## src/rtl/alu_pkg.sv

```systemverilog
// Shared definitions for the 16-bit clocked ALU and the logic that feeds it.
// Holds the datapath widths, the opcode map, the highest legal opcode and the
// issue-controller FSM state encoding.
package alu_pkg;

    localparam int ALU_DATA_W = 16;
    localparam int ALU_OP_W   = 3;

    localparam logic [ALU_OP_W-1:0] ALU_OP_ADD  = 3'd0;
    localparam logic [ALU_OP_W-1:0] ALU_OP_SUB  = 3'd1;
    localparam logic [ALU_OP_W-1:0] ALU_OP_AND  = 3'd2;
    localparam logic [ALU_OP_W-1:0] ALU_OP_OR   = 3'd3;
    // Highest legal opcode; any larger opcode is rejected with an error response.
    localparam logic [ALU_OP_W-1:0] ALU_OP_LAST = ALU_OP_OR;

    typedef enum logic [1:0] {
        ST_IDLE = 2'd0,
        ST_WAIT = 2'd1,
        ST_RESP = 2'd2
    } issue_state_e;

endpackage

```

## src/rtl/alu_lat_counter.sv

```systemverilog
// Latency counter for the ALU issue controller.
// Ports:
//   clk, rst_n - clock and asynchronous active-low reset
//   clear_i    - synchronous clear to zero (wins over en_i)
//   en_i       - increment by one this cycle
//   hit_o      - count equals ALU_LAT
module alu_lat_counter #(
    parameter int ALU_LAT = 1
) (
    input  logic clk,
    input  logic rst_n,
    input  logic clear_i,
    input  logic en_i,
    output logic hit_o
);

    logic [2:0] count_q;
    logic [2:0] count_d;

    // NOTE: every variable assigned in always_comb gets a default first, so no latch is inferred.
    always_comb begin
        count_d = count_q;
        if (clear_i) begin
            count_d = '0;
        end else if (en_i) begin
            count_d = count_q + 3'd1;
        end
    end

    // NOTE: sequential state uses non-blocking assignments only.
    always_ff @(posedge clk or negedge rst_n) begin
        if (!rst_n) begin
            count_q <= '0;
        end else begin
            count_q <= count_d;
        end
    end

    assign hit_o = (count_q == 3'(ALU_LAT));

endmodule

```

## src/rtl/alu_issue_ctrl.sv

```systemverilog
// Request/response front end for the clocked ALU. Accepts one op at a time,
// drives the ALU inputs from registers, waits ALU_LAT edges, then holds the
// captured result until the consumer takes it. Illegal opcodes are answered
// with resp_err without touching the ALU. done_count counts handshakes.
// Ports:
//   clock, reset_n                  - clock, asynchronous active-low reset
//   req_valid/req_ready, req_op/a/b - request channel
//   resp_valid/resp_ready           - response channel
//   resp_data, resp_z, resp_err     - captured ALU result / flags / illegal-op
//   alu_in1, alu_in2, alu_op_o      - registered ALU operands and opcode
//   alu_result, alu_z               - ALU outputs
//   done_count                      - completed response handshakes (wraps)
module alu_issue_ctrl
    import alu_pkg::*;
#(
    parameter int DATA_W  = ALU_DATA_W,
    parameter int OP_W    = ALU_OP_W,
    parameter int ALU_LAT = 1
) (
    input  logic              clock,
    input  logic              reset_n,
    input  logic              req_valid,
    output logic              req_ready,
    input  logic [OP_W-1:0]   req_op,
    input  logic [DATA_W-1:0] req_a,
    input  logic [DATA_W-1:0] req_b,
    output logic              resp_valid,
    input  logic              resp_ready,
    output logic [DATA_W-1:0] resp_data,
    output logic [1:0]        resp_z,
    output logic              resp_err,
    output logic [DATA_W-1:0] alu_in1,
    output logic [DATA_W-1:0] alu_in2,
    output logic [OP_W-1:0]   alu_op_o,
    input  logic [DATA_W-1:0] alu_result,
    input  logic [1:0]        alu_z,
    output logic [15:0]       done_count
);

    issue_state_e      state_q, state_d;
    logic [DATA_W-1:0] in1_q, in1_d;
    logic [DATA_W-1:0] in2_q, in2_d;
    logic [OP_W-1:0]   op_q, op_d;
    logic [DATA_W-1:0] resp_data_q, resp_data_d;
    logic [1:0]        resp_z_q, resp_z_d;
    logic              resp_err_q, resp_err_d;
    logic [15:0]       done_q, done_d;

    logic op_legal;
    logic accept_legal;
    logic lat_hit;

    assign op_legal     = (req_op <= OP_W'(ALU_OP_LAST));
    assign accept_legal = (state_q == ST_IDLE) && req_valid && op_legal;

    // Counter starts at zero in the first WAIT cycle; hit marks the cycle in
    // which alu_result already reflects the issued operands.
    alu_lat_counter #(
        .ALU_LAT (ALU_LAT)
    ) u_lat_counter (
        .clk     (clock),
        .rst_n   (reset_n),
        .clear_i (accept_legal),
        .en_i    (state_q == ST_WAIT),
        .hit_o   (lat_hit)
    );

    always_comb begin
        state_d     = state_q;
        in1_d       = in1_q;
        in2_d       = in2_q;
        op_d        = op_q;
        resp_data_d = resp_data_q;
        resp_z_d    = resp_z_q;
        resp_err_d  = resp_err_q;
        done_d      = done_q;
        case (state_q)
            ST_IDLE: begin
                if (req_valid) begin
                    if (op_legal) begin
                        in1_d   = req_a;
                        in2_d   = req_b;
                        op_d    = req_op;
                        state_d = ST_WAIT;
                    end else begin
                        // Answered locally; the ALU keeps its previous operands.
                        resp_err_d  = 1'b1;
                        resp_data_d = '0;
                        resp_z_d    = '0;
                        state_d     = ST_RESP;
                    end
                end
            end
            ST_WAIT: begin
                if (lat_hit) begin
                    resp_data_d = alu_result;
                    resp_z_d    = alu_z;
                    resp_err_d  = 1'b0;
                    state_d     = ST_RESP;
                end
            end
            ST_RESP: begin
                if (resp_ready) begin
                    done_d  = done_q + 16'd1;
                    state_d = ST_IDLE;
                end
            end
            default: state_d = ST_IDLE;
        endcase
    end

    always_ff @(posedge clock or negedge reset_n) begin
        if (!reset_n) begin
            state_q     <= ST_IDLE;
            in1_q       <= '0;
            in2_q       <= '0;
            op_q        <= '0;
            resp_data_q <= '0;
            resp_z_q    <= '0;
            resp_err_q  <= 1'b0;
            done_q      <= '0;
        end else begin
            state_q     <= state_d;
            in1_q       <= in1_d;
            in2_q       <= in2_d;
            op_q        <= op_d;
            resp_data_q <= resp_data_d;
            resp_z_q    <= resp_z_d;
            resp_err_q  <= resp_err_d;
            done_q      <= done_d;
        end
    end

    assign req_ready  = (state_q == ST_IDLE);
    assign resp_valid = (state_q == ST_RESP);
    assign resp_data  = resp_data_q;
    assign resp_z     = resp_z_q;
    assign resp_err   = resp_err_q;
    assign alu_in1    = in1_q;
    assign alu_in2    = in2_q;
    assign alu_op_o   = op_q;
    assign done_count = done_q;

endmodule

```

## config.mk

```make
export PLATFORM = sky130hd
export DESIGN_NAME = alu_issue_ctrl
export DESIGN_NICKNAME = d
export VERILOG_FILES = /design/src/rtl/alu_pkg.sv /design/src/rtl/alu_lat_counter.sv /design/src/rtl/alu_issue_ctrl.sv
export SDC_FILE = /design/constraint.sdc
export NUM_CORES = 1
export LEC_CHECK = 0
export ABC_AREA = 1
export CORE_MARGIN = 2
export CORE_UTILIZATION = 35
export DETAILED_ROUTE_END_ITERATION = 7
export GPL_TIMING_DRIVEN = 0
export MAX_ROUTING_LAYER = met4
export PLACE_DENSITY = 0.71
export SYNTH_ARGS = -nofsm -noshare
export SYNTH_HDL_FRONTEND = slang
export SYNTH_SLANG_ARGS = --single-unit
```

## constraint.sdc

```tcl
create_clock -name clock -period 1.5 [get_ports clock]
set_input_delay 0.3 -clock clock [delete_from_list [all_inputs] [get_ports clock]]
set_output_delay 0.3 -clock clock [all_outputs]
set_load 0.02 [all_outputs]
```

==> impl_metrics.csv, run 1 <==
group,metric,value,unit
route,firstDrtPassIters,4,
global_route,grt_pass1_wl,13130,um
worst_setup_path,worstSetupPathType,"register to primary output",
sta,worst_pin_slew,0.4919,ns
sta,finalCriticalPeriod,1.452,ns
yosys,synth_top_family_by_area,"simple AND/OR/NAND/NOR gates",
worst_setup_path,reg2reg_depth,6,
global_route,antenna_found_initial,0,
worst_setup_path,worst_ep_required_time,1.20,ns
global_route,grt_usage,0.1721,
cts,clock_latency,0.33,ns
worst_setup_path,crit_fanout,4,
global_route,grt-ovfl-total,0,
sta,setup_violations,0,
cells_and_area,num-nets-final,558,
cells_and_area,final_cells,610,
route,routed_wirelength,7684,um
yosys,synth_fa_ha_area_frac,0.01205,
pwr,vdd_drop_max,1180,uV
sta,relSlewSlack,0.6721,
yosys,yosys_register_bits,75,
sta,timing.final.crit_share,0.9683,
sta,drv_slew,0,
pwr,power,8.411,mW
worst_setup_path,worstReg2RegStart,"state_q[1]",
worst_setup_path,cp.arrival,1.15,ns
cts,clkSinkCount,75,
yosys,yosysWarnings,0,
yosys,ys_seq_area_frac,0.6027,
route,wire_per_inst,12.60,um
yosys,synthSimpleGateAreaFrac,0.2933,
place,hpwl,5706,um
yosys,ys_types,22,
yosys,synthMuxAreaShare,0,
cells_and_area,n_antenna_cell,0,
sta,hold_viol,0,
run,drv_cap,0,
status,status,"completed",
sta,tns,0,ns
floorplanning,die_y,98.33,um
floorplanning,coreArea,8678,sq um
sta,skew,0.008666,ns
route,final_antenna_net_count,0,
global_route,grt_pass1_vias,2809,
yosys,syn_inst,353,
cts,clk_path_buf_depth,2,
floorplanning,die_x,98.33,um
sta,grt_setup_unrepaired,"yes",
route,via_count,2741,
cells_and_area,drive_gt1_frac,0.09363,
cts,cts_tree,"done",
worst_setup_path,r2r_slack,0.13,ns
worst_setup_path,endpoint_kind,"primary output",
route,drc,0,
yosys,synth_compound_area_frac,0.01326,
place,dp.cells,590,
cells_and_area,regArea,1879,sq um
yosys,syn-num-nets,413,
worst_setup_path,r2r_end,"alu_in1[4]",
yosys,synthXorXnorAreaFrac,0.03375,
floorplanning,die_area,9669,sq um
cts,cts-buffers-inserted,9,
cts,root_buffer,"clkbuf_8",
cells_and_area,multi_input_area,1132,sq um
cts,clkSlewWorstSetupHoldPaths,0.08,ns
place,gp_congestion,0.7768,
route,vias_per_cell,4.493,
floorplanning,core.rowCount,34,
yosys,syn_area,3114,sq um
sta,fmax,688.5,MHz
pwr,p_leak,2.587,nW
cells_and_area,fillers,833,
global_route,grt_max_degree,39,
worst_setup_path,cp-start-kind,"register",
cts,h-tree-depth,3,
route,drtIter0Drc,103,
floorplanning,io_pins,129,
place,portBuffers,128,
worst_hold_path,hp-class,"input port to asynchronous set/reset pin",
cells_and_area,syn_to_final_growth,51.79,%
floorplanning,start_util,0.3589,
pwr,power_density,1779,nW/um^2
yosys,synth_area_per_cell,8.822,sq um
==> synth_stat cells, drive strengths merged <==
library cell | number | share of area
nand2 | 173 | 0.21
dfrtp | 75 | 0.60
nand3 | 26 | 0.043
nor2 | 20 | 0.029
inv | 18 | 0.022
buf | 10 | 0.021
xnor2 | 6 | 0.017
xor2 | 6 | 0.017
o21ai | 5 | 0.0092
nor3 | 4 | 0.0064
ha | 3 | 0.012
nand4 | 3 | 0.0060
clkbuf | 2 | 0.0024
a21oi | 1 | 0.0016
o31ai | 1 | 0.0024
==> through the flow <==
stage          setup slack [ns]  area, sq um    util  hold WS (ns)
2_1_floorplan           0.08247         3117       -      0.004409
3_3_place_gp             -2.486         4533  0.5223        0.4611
3_5_place_dp            -0.2635         4551  0.5244        0.3044
4_1_cts                 0.01411         4667  0.5378        0.4764
5_1_grt                -0.01878         4727  0.5447        0.4732
6_report                0.04753         4727  0.5447        0.4683
==> worst max-delay path, stage by stage, from the launching register on <==
cell	delay (ns)
dfrtp_2	0.44
inv_1	0.10
nor2_1	0.11
buf_2	0.18
==> repair_timing <==
action                                  4_1_cts  5_1_grt
endpoints found under the hold margin        37        0
endpoints found under the setup margin       79       43
pin swaps                                     1        1
gates resized for setup                      80       10
setup buffers                                 1        3
hold buffers                                  1        0
==> registers in the layout, summed over array words and instances, names as in the netlist <==
signal                 count
resp_err                   1
done_count                16
u_lat_counter.count_q      3
state_q                    2
resp_z                     2
alu_in1                   16
alu_op_o                   3
alu_in2                   16
resp_data                 16
==> layout make-up <==
cell class	count	area share
Inverter	18	0.01429
Timing Repair Buffer	134	0.2628
Sequential cell	75	0.3976
Clock inverter	4	0.01085
Buffer	12	0.01641
Tap cell	108	0.02859
Clock buffer	11	0.02991
Multi-Input combinational cell	248	0.2395
==> cell usage in the layout (no fill, tap or decap), drive strengths merged, types with 2 or more instances in the layout <==
cell type / Yosys / routed
nand2: 173 / 173
dfrtp: 75 / 75
dlygate4sd2: 0 / 69
clkdlybuf4s50: 0 / 55
nand3: 26 / 26
nor2: 20 / 20
inv: 18 / 18
buf: 10 / 17
clkbuf: 2 / 14
xnor2: 6 / 6
xor2: 6 / 6
o21ai: 5 / 5
nor3: 4 / 4
nand4: 3 / 3
ha: 3 / 3
clkinv: 0 / 2
==> how the worst max path moves through the flow <==
stage                     slack, ns     endpoint       start  cells after the start
after floorplan                0.08   alu_in1[0]  state_q[1]                      6
after global placement        -2.49  alu_in2[14]     reset_n                      1
after detailed placement      -0.26   alu_in1[4]   req_op[2]                      7
after CTS                      0.01   resp_valid  state_q[1]                      3
after global routing          -0.02   resp_valid  state_q[1]                      3
final                          0.05   resp_valid  state_q[1]                      3
==> where the power goes <==
group	leakage (nW)	internal [mW]	switching (mW)
Clock	0.0954	0.807	0.727
Combinational	1.52	1.43	2.21
Sequential	0.969	2.79	0.455
Total	2.59	5.02	3.39
==> metal layers <==
layer,vias up,routed length [um],GRT usage
met5,-,0,-
met2,85,3620,0.2711
met3,12,485,0.04080
met1,1257,3469,0.2171
met4,0,109,0.06322
li1,1387,-,-
==> logic make-up after synthesis <==
group                    count (synthesis)
AO/OA/AOI/OAI                            7
XOR/XNOR                                12
adder cells (fa/ha/maj)                  3
buffers and inverters                   30
flip-flops                              75
AND/OR/NAND/NOR                        226
Power figures use the tool's default switching activity.
==> run 2, diff against run 1 <==
- CORE_UTILIZATION: 35 -> 43
- MAX_ROUTING_LAYER: met4 -> not set
- PLACE_DENSITY: 0.71 -> 0.83
==> impl_metrics.csv, run 2 (synthesis gave the netlist of run 1 again) <==
group,metric,value,unit
cells_and_area,syn_to_final_growth,51.67,%
worst_setup_path,cp-start-kind,"register",
global_route,grt_max_degree,61,
place,dp.cells,581,
cells_and_area,num-nets-final,556,
floorplanning,die_area,7939,sq um
pwr,p_leak,2.595,nW
cts,cts_tree,"done",
worst_setup_path,cpMaxStageDelayCell,"dfrtp_1",
worst_setup_path,cp_cell_sequence,"nor2_2 -> buf_2",
sta,hold_viol,0,
cells_and_area,final_cells,600,
run,drv_cap,0,
worst_setup_path,worst_ep_required_time,1.20,ns
floorplanning,coreArea,7137,sq um
sta,relSlewSlack,0.6646,
cells_and_area,mostFrequentLayoutCells,"nand2_1, dfrtp_1, dlygate4sd2_1",
route,firstDrtPassIters,4,
pwr,power_density,1815,nW/um^2
route,drtIter0Drc,107,
global_route,antenna_found_initial,0,
cts,cts-buffers-inserted,9,
sta,finalCriticalPeriod,1.479,ns
status,status,"completed",
global_route,grt-ovfl-total,0,
cts,clkSinkCount,75,
sta,worst_pin_slew,0.5031,ns
floorplanning,start_util,0.4364,
sta,setup_violations,0,
floorplanning,core.rowCount,31,
place,dpl-instance-area,4547,sq um
worst_setup_path,crit_fanout,4,
cts,h-tree-depth,3,
cts,clkSlewWorstSetupHoldPaths,0.08,ns
worst_setup_path,worstSetupPathType,"register to primary output",
sta,grt_setup_unrepaired,"yes",
global_route,grt_pass1_wl,12340,um
route,vias_per_cell,4.630,
cts,clock_latency,0.34,ns
place,portBuffers,128,
cells_and_area,final_common_cell,"nand2_1",
pwr,vdd_drop_max,1020,uV
cts,clk_path_buf_depth,2,
cells_and_area,stdcell_area,4723,sq um
sta,timing.final.crit_share,0.9858,
global_route,grt_pass1_vias,2697,
floorplanning,io_pins,129,
sta,skew,0.01520,ns
route,final_antenna_net_count,0,
pwr,power,8.575,mW
route,wire_per_inst,13.00,um
place,gp_congestion,0.7731,
worst_setup_path,cp.arrival,1.18,ns
worst_setup_path,endpoint_kind,"primary output",
sta,fin_ws,0.02137,ns
worst_hold_path,hp-class,"input port to asynchronous set/reset pin",
sta,drv_slew,0,
worst_setup_path,slowest_delay,0.45,ns
cells_and_area,fin_util,0.6618,
route,via_count,2778,
cts,root_buffer,"clkbuf_8",
floorplanning,die_y,89.10,um
cells_and_area,n_antenna_cell,0,
floorplanning,die_x,89.10,um
sta,fmax,676.3,MHz
place,hpwl,5687,um
global_route,grt_usage,0.1998,
place,place_ws,-0.2616,ns
cells_and_area,drive_gt1_frac,0.08982,
route,drc,0,
route,routed_wirelength,7802,um
[run 2: repair_timing]
item                                    in CTS  in global routing
pin swaps                                    1                  1
buffers inserted                             2                  0
hold buffers                                 1                  0
endpoints found under the setup margin      88                 31
endpoints found under the hold margin       15                  0
resized for setup                           79                  7
[run 2: worst max-delay path: cells and delay by family (launching register included)]
family	cells	cell delay (ns)
buf+inv	1	0.20
flops	1	0.45
simple gates	1	0.20
[run 2: cell type report]
| class | count | area (sq um) |
|---|---|---|
| inverter | 18 | 67.56 |
| tap | 99 | 123.9 |
| clock buffer | 10 | 127.6 |
| fill | 636 | 2414 |
| buffer | 12 | 75.07 |
| multi-input combinational | 248 | 1127 |
| sequential | 75 | 1878 |
| timing repair buffer | 132 | 1234 |
| clock inverter | 6 | 90.09 |
[run 2: where the power goes]
| part | total [mW] | internal, mW | switching, mW |
|---|---|---|---|
| clock | 1.68 | 0.940 | 0.740 |
| sequential | 3.26 | 2.78 | 0.471 |
| combinational | 3.64 | 1.41 | 2.23 |
| total | 8.57 | 5.13 | 3.44 |
[run 2: worst paths after layout]
kind,to,start,slack (ns),cells past startpoint
setup / recovery,req_ready,state_q[1],0.02,2
hold / removal,resp_data[0],reset_n,0.37,2
setup reg to reg,alu_in2[10],state_q[1],0.09,6
hold reg to reg,alu_op_o[2],alu_op_o[2],0.47,2
max in group asynchronous,state_q[1],reset_n,0.56,3
min in group clock,alu_op_o[2],alu_op_o[2],0.47,2
[run 2: stage by stage]
stage / setup TNS, ns / hold slack, ns
floorplan: 0 / 0.004409
global placement: -188.35 / 0.4581
detailed placement: -10.23 / 0.1856
CTS: 0 / 0.3673
global route: -0.04739 / 0.4175
finish: 0 / 0.3667
[run 2: per-layer routing]
metal | vias to the layer above | GRT usage | routed length, um | share of wire
li1 | 1382 | - | - | -
met1 | 1289 | 0.2479 | 3344 | 0.43
met2 | 92 | 0.3441 | 3800 | 0.49
met3 | 15 | 0.04986 | 506 | 0.065
met4 | 0 | 0.06242 | 150 | 0.019
met5 | - | 0 | 0 | 0
